===== config.mk =====
export PLATFORM = sky130hd
export DESIGN_NAME = mt_reg_file_flat
export DESIGN_NICKNAME = d
export VERILOG_FILES = /design/src/rtl/mt_reg_file_if.sv /design/src/rtl/mt_reg_file.sv /design/src/flat_wrapper.sv
export SDC_FILE = /design/constraint.sdc
export NUM_CORES = 2
export LEC_CHECK = 0
export ABC_CLOCK_PERIOD_IN_PS = 4650
export CAP_MARGIN = 15
export CORE_MARGIN = 2
export CORE_UTILIZATION = 48
export DETAILED_ROUTE_END_ITERATION = 7
export PLACE_DENSITY_LB_ADDON = 0.25
export SKIP_CTS_REPAIR_TIMING = 1
export SLEW_MARGIN = 10
export SYNTH_ARGS = -nofsm -noshare
export SYNTH_HDL_FRONTEND = slang
export SYNTH_SLANG_ARGS = --single-unit

===== constraint.sdc =====
create_clock -name clk -period 4.65 [get_ports clk]
set_clock_uncertainty 0.05 [all_clocks]
set_input_delay 0.6975 -clock clk [delete_from_list [all_inputs] [get_ports clk]]
set_output_delay 0.6975 -clock clk [all_outputs]
set_load 0.05 [all_outputs]

===== src/rtl/mt_reg_file_if.sv =====
// Bus bundle for mt_reg_file: read ports, write port and bank-clear handshake.
// master = decode/write-back side, slave = the register file itself.
interface mt_reg_file_if #(
  parameter int DATA_WIDTH = 32,
  parameter int THREADS    = 2,
  parameter int DEPTH      = 32
);
  localparam int TID_W = $clog2(THREADS);
  localparam int RA_W  = $clog2(DEPTH);

  logic [TID_W-1:0]      rd_thread;
  logic                  uses_rs;
  logic                  uses_rt;
  logic [RA_W-1:0]       rs_addr;
  logic [RA_W-1:0]       rt_addr;
  logic [DATA_WIDTH-1:0] rs_data;
  logic [DATA_WIDTH-1:0] rt_data;
  logic [TID_W-1:0]      wr_thread;
  logic                  wr_en;
  logic [RA_W-1:0]       wr_addr;
  logic [DATA_WIDTH-1:0] wr_data;
  logic                  clr_req;
  logic [TID_W-1:0]      clr_thread;
  logic                  clr_busy;
  logic                  clr_done;

  modport master (
    output rd_thread, uses_rs, uses_rt, rs_addr, rt_addr,
    output wr_thread, wr_en, wr_addr, wr_data, clr_req, clr_thread,
    input  rs_data, rt_data, clr_busy, clr_done
  );

  modport slave (
    input  rd_thread, uses_rs, uses_rt, rs_addr, rt_addr,
    input  wr_thread, wr_en, wr_addr, wr_data, clr_req, clr_thread,
    output rs_data, rt_data, clr_busy, clr_done
  );
endinterface


===== src/rtl/mt_reg_file.sv =====
// Multithreaded MIPS register file: THREADS banks, 2 async reads, 1 sync write,
// with a zeroing sequencer. Define REG_FILE_BYPASS_EN for write-before-read forwarding.
module mt_reg_file #(
  parameter int DATA_WIDTH = 32,
  parameter int THREADS    = 2,
  parameter int DEPTH      = 32
) (
  input logic          clk,
  input logic          rst_n,
  mt_reg_file_if.slave bus
);
  localparam int TID_W   = $clog2(THREADS);
  localparam int RA_W    = $clog2(DEPTH);
  localparam int IDX_W   = TID_W + RA_W;
  localparam int ENTRIES = THREADS * DEPTH;

  typedef enum logic [1:0] {IDLE, INIT, CLEAR, DONE} state_t;

  state_t                state;
  state_t                next_state;
  logic [IDX_W-1:0]      idx;
  logic [IDX_W-1:0]      next_idx;
  logic [TID_W-1:0]      clr_tid;
  logic [TID_W-1:0]      next_clr_tid;

  logic [DATA_WIDTH-1:0] regs [ENTRIES];

  logic                  user_wr_ok;
  logic                  arr_we;
  logic [IDX_W-1:0]      arr_waddr;
  logic [DATA_WIDTH-1:0] arr_wdata;
  logic                  rs_zero;
  logic                  rt_zero;
  logic [DATA_WIDTH-1:0] rs_val;
  logic [DATA_WIDTH-1:0] rt_val;

  // A user write survives unless it hits r0, lands in INIT, or targets the bank being cleared.
  always_comb begin
    user_wr_ok = bus.wr_en && (bus.wr_addr != '0);
    if (state == INIT) begin
      user_wr_ok = 1'b0;
    end
    if ((state == CLEAR) && (bus.wr_thread == clr_tid)) begin
      user_wr_ok = 1'b0;
    end
  end

  always_ff @(posedge clk or negedge rst_n) begin
    if (!rst_n) begin
      state   <= INIT;
      idx     <= '0;
      clr_tid <= '0;
    end else begin
      state   <= next_state;
      idx     <= next_idx;
      clr_tid <= next_clr_tid;
    end
  end

  // Single array write port: INIT always owns it, CLEAR yields to a surviving user write.
  always_comb begin
    next_state   = state;
    next_idx     = idx;
    next_clr_tid = clr_tid;
    arr_we       = user_wr_ok;
    arr_waddr    = {bus.wr_thread, bus.wr_addr};
    arr_wdata    = bus.wr_data;
    case (state)
      INIT: begin
        arr_we    = 1'b1;
        arr_waddr = idx;
        arr_wdata = '0;
        next_idx  = idx + 1'b1;
        if (idx == IDX_W'(ENTRIES - 1)) begin
          next_state = IDLE;
        end
      end
      IDLE: begin
        if (bus.clr_req) begin
          next_state   = CLEAR;
          next_clr_tid = bus.clr_thread;
          next_idx     = '0;
        end
      end
      CLEAR: begin
        if (!user_wr_ok) begin
          arr_we    = 1'b1;
          arr_waddr = {clr_tid, idx[RA_W-1:0]};
          arr_wdata = '0;
          next_idx  = idx + 1'b1;
          if (idx[RA_W-1:0] == RA_W'(DEPTH - 1)) begin
            next_state = DONE;
          end
        end
      end
      DONE: begin
        next_state = IDLE;
      end
      default: begin
        next_state = INIT;
      end
    endcase
  end

  always_ff @(posedge clk) begin
    if (arr_we) begin
      regs[arr_waddr] <= arr_wdata;
    end
  end

  // Zero rules override both the array and the optional forwarding path.
  always_comb begin
    rs_zero = !bus.uses_rs || (bus.rs_addr == '0) || (state == INIT) ||
              ((state == CLEAR) && (bus.rd_thread == clr_tid));
    rt_zero = !bus.uses_rt || (bus.rt_addr == '0) || (state == INIT) ||
              ((state == CLEAR) && (bus.rd_thread == clr_tid));
    rs_val  = regs[{bus.rd_thread, bus.rs_addr}];
    rt_val  = regs[{bus.rd_thread, bus.rt_addr}];
`ifdef REG_FILE_BYPASS_EN
    if (user_wr_ok && (bus.wr_thread == bus.rd_thread) && (bus.wr_addr == bus.rs_addr)) begin
      rs_val = bus.wr_data;
    end
    if (user_wr_ok && (bus.wr_thread == bus.rd_thread) && (bus.wr_addr == bus.rt_addr)) begin
      rt_val = bus.wr_data;
    end
`else
`endif
    if (rs_zero) begin
      rs_val = '0;
    end
    if (rt_zero) begin
      rt_val = '0;
    end
  end

  assign bus.rs_data  = rs_val;
  assign bus.rt_data  = rt_val;
  assign bus.clr_busy = (state == INIT) || (state == CLEAR);
  assign bus.clr_done = (state == DONE);

endmodule


===== src/flat_wrapper.sv =====
// flat-port wrapper written by rule: the top's interface ports become plain ports
module mt_reg_file_flat 
#(
  parameter int DATA_WIDTH = 32,
  parameter int THREADS    = 2,
  parameter int DEPTH      = 32
)
  (clk, rst_n, bus_rd_thread, bus_uses_rs, bus_uses_rt, bus_rs_addr, bus_rt_addr, bus_wr_thread, bus_wr_en, bus_wr_addr, bus_wr_data, bus_clr_req, bus_clr_thread, bus_rs_data, bus_rt_data, bus_clr_busy, bus_clr_done);
  mt_reg_file_if #(.DATA_WIDTH(DATA_WIDTH), .THREADS(THREADS), .DEPTH(DEPTH)) bus_i ();
  input logic clk;
  input logic rst_n;
  input wire logic [$bits(bus_i.rd_thread)-1:0] bus_rd_thread;
  input wire logic [$bits(bus_i.uses_rs)-1:0] bus_uses_rs;
  input wire logic [$bits(bus_i.uses_rt)-1:0] bus_uses_rt;
  input wire logic [$bits(bus_i.rs_addr)-1:0] bus_rs_addr;
  input wire logic [$bits(bus_i.rt_addr)-1:0] bus_rt_addr;
  input wire logic [$bits(bus_i.wr_thread)-1:0] bus_wr_thread;
  input wire logic [$bits(bus_i.wr_en)-1:0] bus_wr_en;
  input wire logic [$bits(bus_i.wr_addr)-1:0] bus_wr_addr;
  input wire logic [$bits(bus_i.wr_data)-1:0] bus_wr_data;
  input wire logic [$bits(bus_i.clr_req)-1:0] bus_clr_req;
  input wire logic [$bits(bus_i.clr_thread)-1:0] bus_clr_thread;
  output wire logic [$bits(bus_i.rs_data)-1:0] bus_rs_data;
  output wire logic [$bits(bus_i.rt_data)-1:0] bus_rt_data;
  output wire logic [$bits(bus_i.clr_busy)-1:0] bus_clr_busy;
  output wire logic [$bits(bus_i.clr_done)-1:0] bus_clr_done;
  assign bus_i.rd_thread = bus_rd_thread;
  assign bus_i.uses_rs = bus_uses_rs;
  assign bus_i.uses_rt = bus_uses_rt;
  assign bus_i.rs_addr = bus_rs_addr;
  assign bus_i.rt_addr = bus_rt_addr;
  assign bus_i.wr_thread = bus_wr_thread;
  assign bus_i.wr_en = bus_wr_en;
  assign bus_i.wr_addr = bus_wr_addr;
  assign bus_i.wr_data = bus_wr_data;
  assign bus_i.clr_req = bus_clr_req;
  assign bus_i.clr_thread = bus_clr_thread;
  assign bus_rs_data = bus_i.rs_data;
  assign bus_rt_data = bus_i.rt_data;
  assign bus_clr_busy = bus_i.clr_busy;
  assign bus_clr_done = bus_i.clr_done;
  mt_reg_file #(.DATA_WIDTH(DATA_WIDTH), .THREADS(THREADS), .DEPTH(DEPTH)) u_core (.clk(clk), .rst_n(rst_n), .bus(bus_i));
endmodule

---- Word level (Yosys, flattened, before mapping) ----
Memories as Yosys holds them, arrays and structs flattened.
Index checks and enable logic that the tools add are counted.
word-level totals
  memories kept ........................... 1
  bits in registers ....................... 9
  memory bits (writable) .................. 2048
  input bits .............................. 56
  word-level logic and storage cells ...... 56
  output and inout port bits .............. 66
memory list
  memory       words  bits a word  rd ports  clocked after memory_dff  write ports  line               text
  u_core.regs  64     32           2         0                         1            mt_reg_file.sv:26  logic [DATA_WIDTH-1:0] regs [ENTRIES];
cells by class
  equal/unequal tests ..................... 11
  multiplexer cells ....................... 19
  $add $sub $neg .......................... 1
  reduce and logical (&&, ||, !) cells .... 21
operators with widths
  kind                   number
  $mux W32               3
  $pmux W32 S2           1
  $mux W6                3
  $pmux W6 S3            1
  $pmux W6 S2            1
  $logic_not A5 Y1       2
  $mux W2                4
  $pmux W2 S4            1
  $logic_or A1 B1 Y1     7
  $add A6 B1 Y6 const B  1
  $eq A6 B6 Y1 const B   1
  $ne A2 B2 Y1 const B   3
  $eq A5 B5 Y1 const B   1
  $mux W1                5
  $reduce_bool A5 Y1     1
  $eq A2 B2 Y1 const B   2
  $reduce_and A4 Y1      1
  $logic_and A1 B1 Y1    3
  $reduce_and A3 Y1      1
  $reduce_bool A3 Y1     1
  $eq A1 B1 Y1           2
  $eq A2 B1 Y1 const B   1
  $logic_not A1 Y1       2
  $logic_not A2 Y1       1
  3 further kinds        3

---- Depth between registers and ports, before layout ----
  word-level depth ........................ 7
  depth in mapped cells ................... 11
  gate-level depth less buffers ........... 7

---- Worst setup path before layout ----
OpenSTA, ideal clock, no wires.
  path kind ............................... reg2reg
  start point ............................. register u_core.state[0]
  end point ............................... memory u_core.regs[17][0] (enable)
  required time ........................... 4.139 ns
  buffers on the path ..................... 2
  setup slack ............................. -0.804 ns
  cell stages (with the launch flop) ...... 10
  data arrival time ....................... 4.943 ns
  clock period less this slack ............ 5.454 ns
  cell sequence ........................... dfstp_2 -> inv_1 -> ha_1 -> clkbuf_1 -> inv_1 -> a31oi_1 -> clkbuf_1 -> o32a_1 -> o21ai_1 -> nor3_1
on the way
  longest elaborated chain between the ends .. 6
  elaborated cells between the ends (all ways) .. 11
ends and longest elaborated chain
  item                                            line                                                     text
  start: declaration                              mt_reg_file.sv:19                                        state_t state;
  start signal: assignment                        mt_reg_file.sv:54                                        state <= next_state;
  $eq A2 B1 Y1 or $eq A2 B2 Y1 (tied branches)    mt_reg_file.sv:40, mt_reg_file.sv:68, mt_reg_file.sv:43
  $mux W1 or $logic_and A1 B1 Y1 (tied branches)  mt_reg_file.sv:40, mt_reg_file.sv:43
  $mux W1                                         mt_reg_file.sv:43                                        if ((state == CLEAR) && (bus.wr_thread == clr_tid)) begin
  $mux W1                                         --
  $mux W1                                         mt_reg_file.sv:106                                       if (arr_we) begin
  $mux W1 (implied by the code)                   mt_reg_file.sv:107                                       regs[arr_waddr] <= arr_wdata;
  end: declaration                                mt_reg_file.sv:26
Parallel ways exist; a longest one is shown, timed or not.

---- Worst setup path in the final report ----
  start point ............................. input bus_rt_addr[3]
  end point ............................... output bus_rt_data[7]
on the way
  longest elaborated chain between the ends .. 5
  elaborated cells between the ends (all ways) .. 6
ends and longest elaborated chain
  item                                                     line                text
  start: declaration                                       flat_wrapper.sv:16  input wire logic [$bits(bus_i.rt_addr)-1:0] bus_rt_addr;
  branches (longest 4 deep; another with $mem_v2 Z64 W32)  --
  $mux W32 (*)                                             mt_reg_file.sv:131  if (rt_zero) begin
  end: declaration                                         flat_wrapper.sv:24  output wire logic [$bits(bus_i.rt_data)-1:0] bus_rt_data;
Every way passes the cells marked *.

==> flow_summary_export.csv <==
group,metric,value,unit
clock_network,root_buffer,"clkbuf_16",
placement,dp_hpwl,229000,um
yosys,syn-num-nets,5061,
clock_network,clk_pin_slew_worst_paths,60,ps
pwr,max-vdd-ir-drop,0.913,mV
setup_path,cp.buffers_inverters,6,
grt,antenna_found_initial,20,
route,drc,1,
grt,grt_pass1_vias,60300,
setup_path,crit_end,"bus_rt_data[7]",
yosys,yosysSeqAreaShare,0.643,
timing,min_period,4680,ps
setup_path,r2r-start,"u_core.state[0]",
finish,layout.nets,5516,
timing,hold_ws,87.6,ps
yosys,syn_area,96000,um2
timing,setup_ws,-31.7,ps
yosys,synthFlopType,"edfxtp_1",
finish,fillCellCount,14800,
pwr,powerDensity,497,nW/um2
status,violations,"design-rule violations, negative setup slack",
yosys,synth.distinct_cells,81,
job,maxCapViolCount,0,
floorplanning,rows,164,
grt,grt_overflow,0,
setup_path,end_kind,"output port",
timing,slew_viol_final,0,
grt,grt_max_degree,69,
placement,placed_cells,7891,
setup_path,critPathTopFamily,"buffers and inverters",
grt,grt_pass1_wl,495000,um
timing,finalSetupViolCount,7,
finish,finalNonFillerCells,8302,
clock_network,cts_made_buffers,211,
yosys,synth.avg_cell_area,19.2,um2
floorplanning,start_util,0.482,
floorplanning,die_x,451,um
timing,rsz0062_at_grt,"yes",
yosys,syn_inst,4998,
route,ant_nets,0,
clock_network,cts.sinks,2057,
hold_path,hold_class,"in -> async",
setup_path,worst-path-stages,11,
timing,worstMarginPinSlew,1160,ps
floorplanning,ioPinCount,122,
yosys,ys_ff_latch,2057,
floorplanning,chipHeight,451,um
setup_path,critPathKind,"in -> out",
finish,syn_to_final_growth,17.5,%
pwr,power,56.0,mW
setup_path,r2r_end,"u_core.regs[26][14]",
timing,slew_headroom,0.230,
route,wl_per_cell,44.1,um
finish,ff_latch_area,61700,um2
setup_path,cpMaxStageDelayCell,"a221oi_1",
route,drt_wl_total,366000,um
route,drt-initial-drc-count,12100,
clock_network,clkLatencyLatePin,860,ps
setup_path,arrival,3930,ps
setup_path,r2r_slack,680,ps
setup_path,path_max_fanout,18,
setup_path,worstPathRequired,3900,ps
timing,hold_violations,0,
setup_path,cp_slowest_stage_delay,520,ps
route,vias,62300,
clock_network,htreeDepth,4,
status,outcome,"complete, but fails checks",
timing,max_freq,214,MHz
finish,multi_input_area,33400,um2
clock_network,clockBufferDepth,3,
clock_network,cts_tree,"built",
timing,fin_crit_sh,1.01,
pwr,power.leakage,36.9,nW
setup_path,startpoint,"bus_rt_addr[3]",
yosys,synth-edff-count,2048,
finish,drive_gt1_frac,0.362,
route,firstDrtPassIters,8,
route,via_per_inst,7.50,
floorplanning,core,199000,um2
placement,io_buffers,121,
floorplanning,dieArea,204000,um2
setup_path,crit_chain,"buf_4 > buf_4 > buf_4 > nand3b_1 > buf_12 > o221ai_1 > a221oi_1 > buf_4 > a2111o_1 > o41ai_4 > buf_12",
placement,place_congestion,0.950,
yosys,synth_warnings,0,
setup_path,cpMostUsedCell,"buf_4",
setup_path,cp-start-kind,"input pin",
yosys,async_flop_share,0.00438,
grt,track_usage,0.357,
setup_path,r2r_cells,8,
-- worst min path at each step --
| stage | from | depth (start not counted) | end |
|---|---|---|---|
| after floorplan | rst_n | 0 | u_core.clr_tid |
| after global placement | u_core.idx[5] | 2 | u_core.idx[5] |
| after detailed placement | u_core.idx[5] | 2 | u_core.idx[5] |
| after CTS | rst_n | 1 | u_core.clr_tid |
| after global routing | rst_n | 1 | u_core.clr_tid |
| final | rst_n | 1 | u_core.clr_tid |
-- layout make-up --
cell class / instances / share of cell area
diodes: 14 / 0.000311
inverters: 9 / 0.000322
repair buffers: 646 / 0.0664
well taps: 2656 / 0.0295
multi-input cells: 2528 / 0.296
flip-flops and latches: 2057 / 0.547
clock inverters: 147 / 0.0119
clock buffers: 245 / 0.0483
-- Yosys cell counts (6+ instances only) --
master | number | area (um2)
a2111o_1 | 6 | 67.6
a2111oi_0 | 20 | 175
a211o_1 | 38 | 333
a211oi_1 | 76 | 571
a21o_1 | 6 | 45.0
a21oi_1 | 77 | 385
a221o_1 | 7 | 70.1
a221oi_1 | 47 | 412
a22o_1 | 26 | 228
a22oi_1 | 52 | 390
a31o_1 | 6 | 52.6
a31oi_1 | 6 | 37.5
and2_1 | 40 | 250
and3_1 | 19 | 119
buf_1 | 32 | 120
buf_2 | 172 | 861
buf_4 | 49 | 368
buf_6 | 7 | 78.8
clkbuf_1 | 144 | 541
dfrtp_1 | 8 | 200
edfxtp_1 | 2048 | 61500
ha_1 | 7 | 87.6
inv_1 | 8 | 30.0
mux2_2 | 75 | 845
mux2i_1 | 356 | 3560
mux4_2 | 889 | 20000
nand2_1 | 126 | 473
nand2b_1 | 22 | 138
nand3_1 | 28 | 140
nand4_1 | 11 | 68.8
nor2_1 | 60 | 225
nor2b_1 | 49 | 307
nor3_1 | 90 | 450
nor3b_1 | 7 | 52.6
nor4_1 | 7 | 43.8
o211ai_1 | 11 | 82.6
o21ai_0 | 29 | 145
o21ai_1 | 24 | 120
o221ai_1 | 65 | 569
o22ai_1 | 132 | 826
o32ai_1 | 15 | 131
o41ai_1 | 19 | 166
or2_2 | 7 | 43.8
or3_1 | 7 | 43.8
or3b_2 | 6 | 52.6
-- cells in the final DEF, fill, tap and decap left out, types with 25 or more instances in the layout --
cell type / n
nor2_1: 52
a221oi_1: 47
and2_2: 31
clkdlybuf4s50_1: 46
a211o_1: 37
a22o_1: 25
buf_4: 392
clkinv_1: 61
mux4_2: 889
a211oi_1: 71
nor2b_1: 46
clkbuf_1: 32
nand3_1: 28
o21ai_0: 29
a22oi_1: 52
nand2_1: 124
clkinv_2: 44
o22ai_1: 131
a21oi_1: 77
edfxtp_1: 2048
mux2_2: 75
nor3_1: 28
mux2i_1: 356
o221ai_1: 65
buf_12: 197
clkbuf_16: 213
nor3_4: 56
-- metal layers --
layer | global-route usage | vias to the layer above | wire length (um)
met5 | 0 | - | 65
met2 | 0.518 | 5716 | 160000
li1 | - | 22700 | -
met1 | 0.474 | 32600 | 125000
met3 | 0.108 | 1191 | 54000
met4 | 0.222 | 10 | 27500
-- kinds of logic (layout without fill, tap and decap cells) --
logic type / count (synthesis) / in the layout / share of synthesized area
buffers and inverters: 413 / 1047 / 0.0208
other: 0 / 14 / 0
flip-flops: 2057 / 2057 / 0.643
XOR/XNOR: 3 / 3 / 0.000274
AND/OR/NAND/NOR: 497 / 497 / 0.0268
AO/OA/AOI/OAI: 701 / 701 / 0.0540
multiplexers: 1320 / 1320 / 0.254
adder cells (fa/ha/maj): 7 / 7 / 0.000912
-- flip-flops by register name, indices dropped and copies added, names as in the netlist --
register and flops:
u_core.state 2, u_core.idx 6, u_core.regs 2048, u_core.clr_tid 1
-- where the power goes --
part | switching, mW | total [mW] | internal, mW | leakage (nW)
Combinational | 9.76 | 13.8 | 4.05 | 14.8
Clock | 7.30 | 16.9 | 9.63 | 3.32
Sequential | 0.544 | 25.3 | 24.8 | 18.8
Total | 17.6 | 56.0 | 38.4 | 36.9
-- metrics by stage --
stage / utilization / cell area [um2] / worst slack (ps) / setup TNS, ps
after floorplan: - / 96300 / -803 / -204200
after global placement: 0.530 / 106000 / 113 / 0
after detailed placement: 0.530 / 106000 / 140 / 0
after CTS: 0.564 / 112000 / -598 / -9310
after global routing: 0.566 / 113000 / -22.0 / -47.4
final: 0.566 / 113000 / -31.7 / -104
Power figures use the tool's default switching activity.
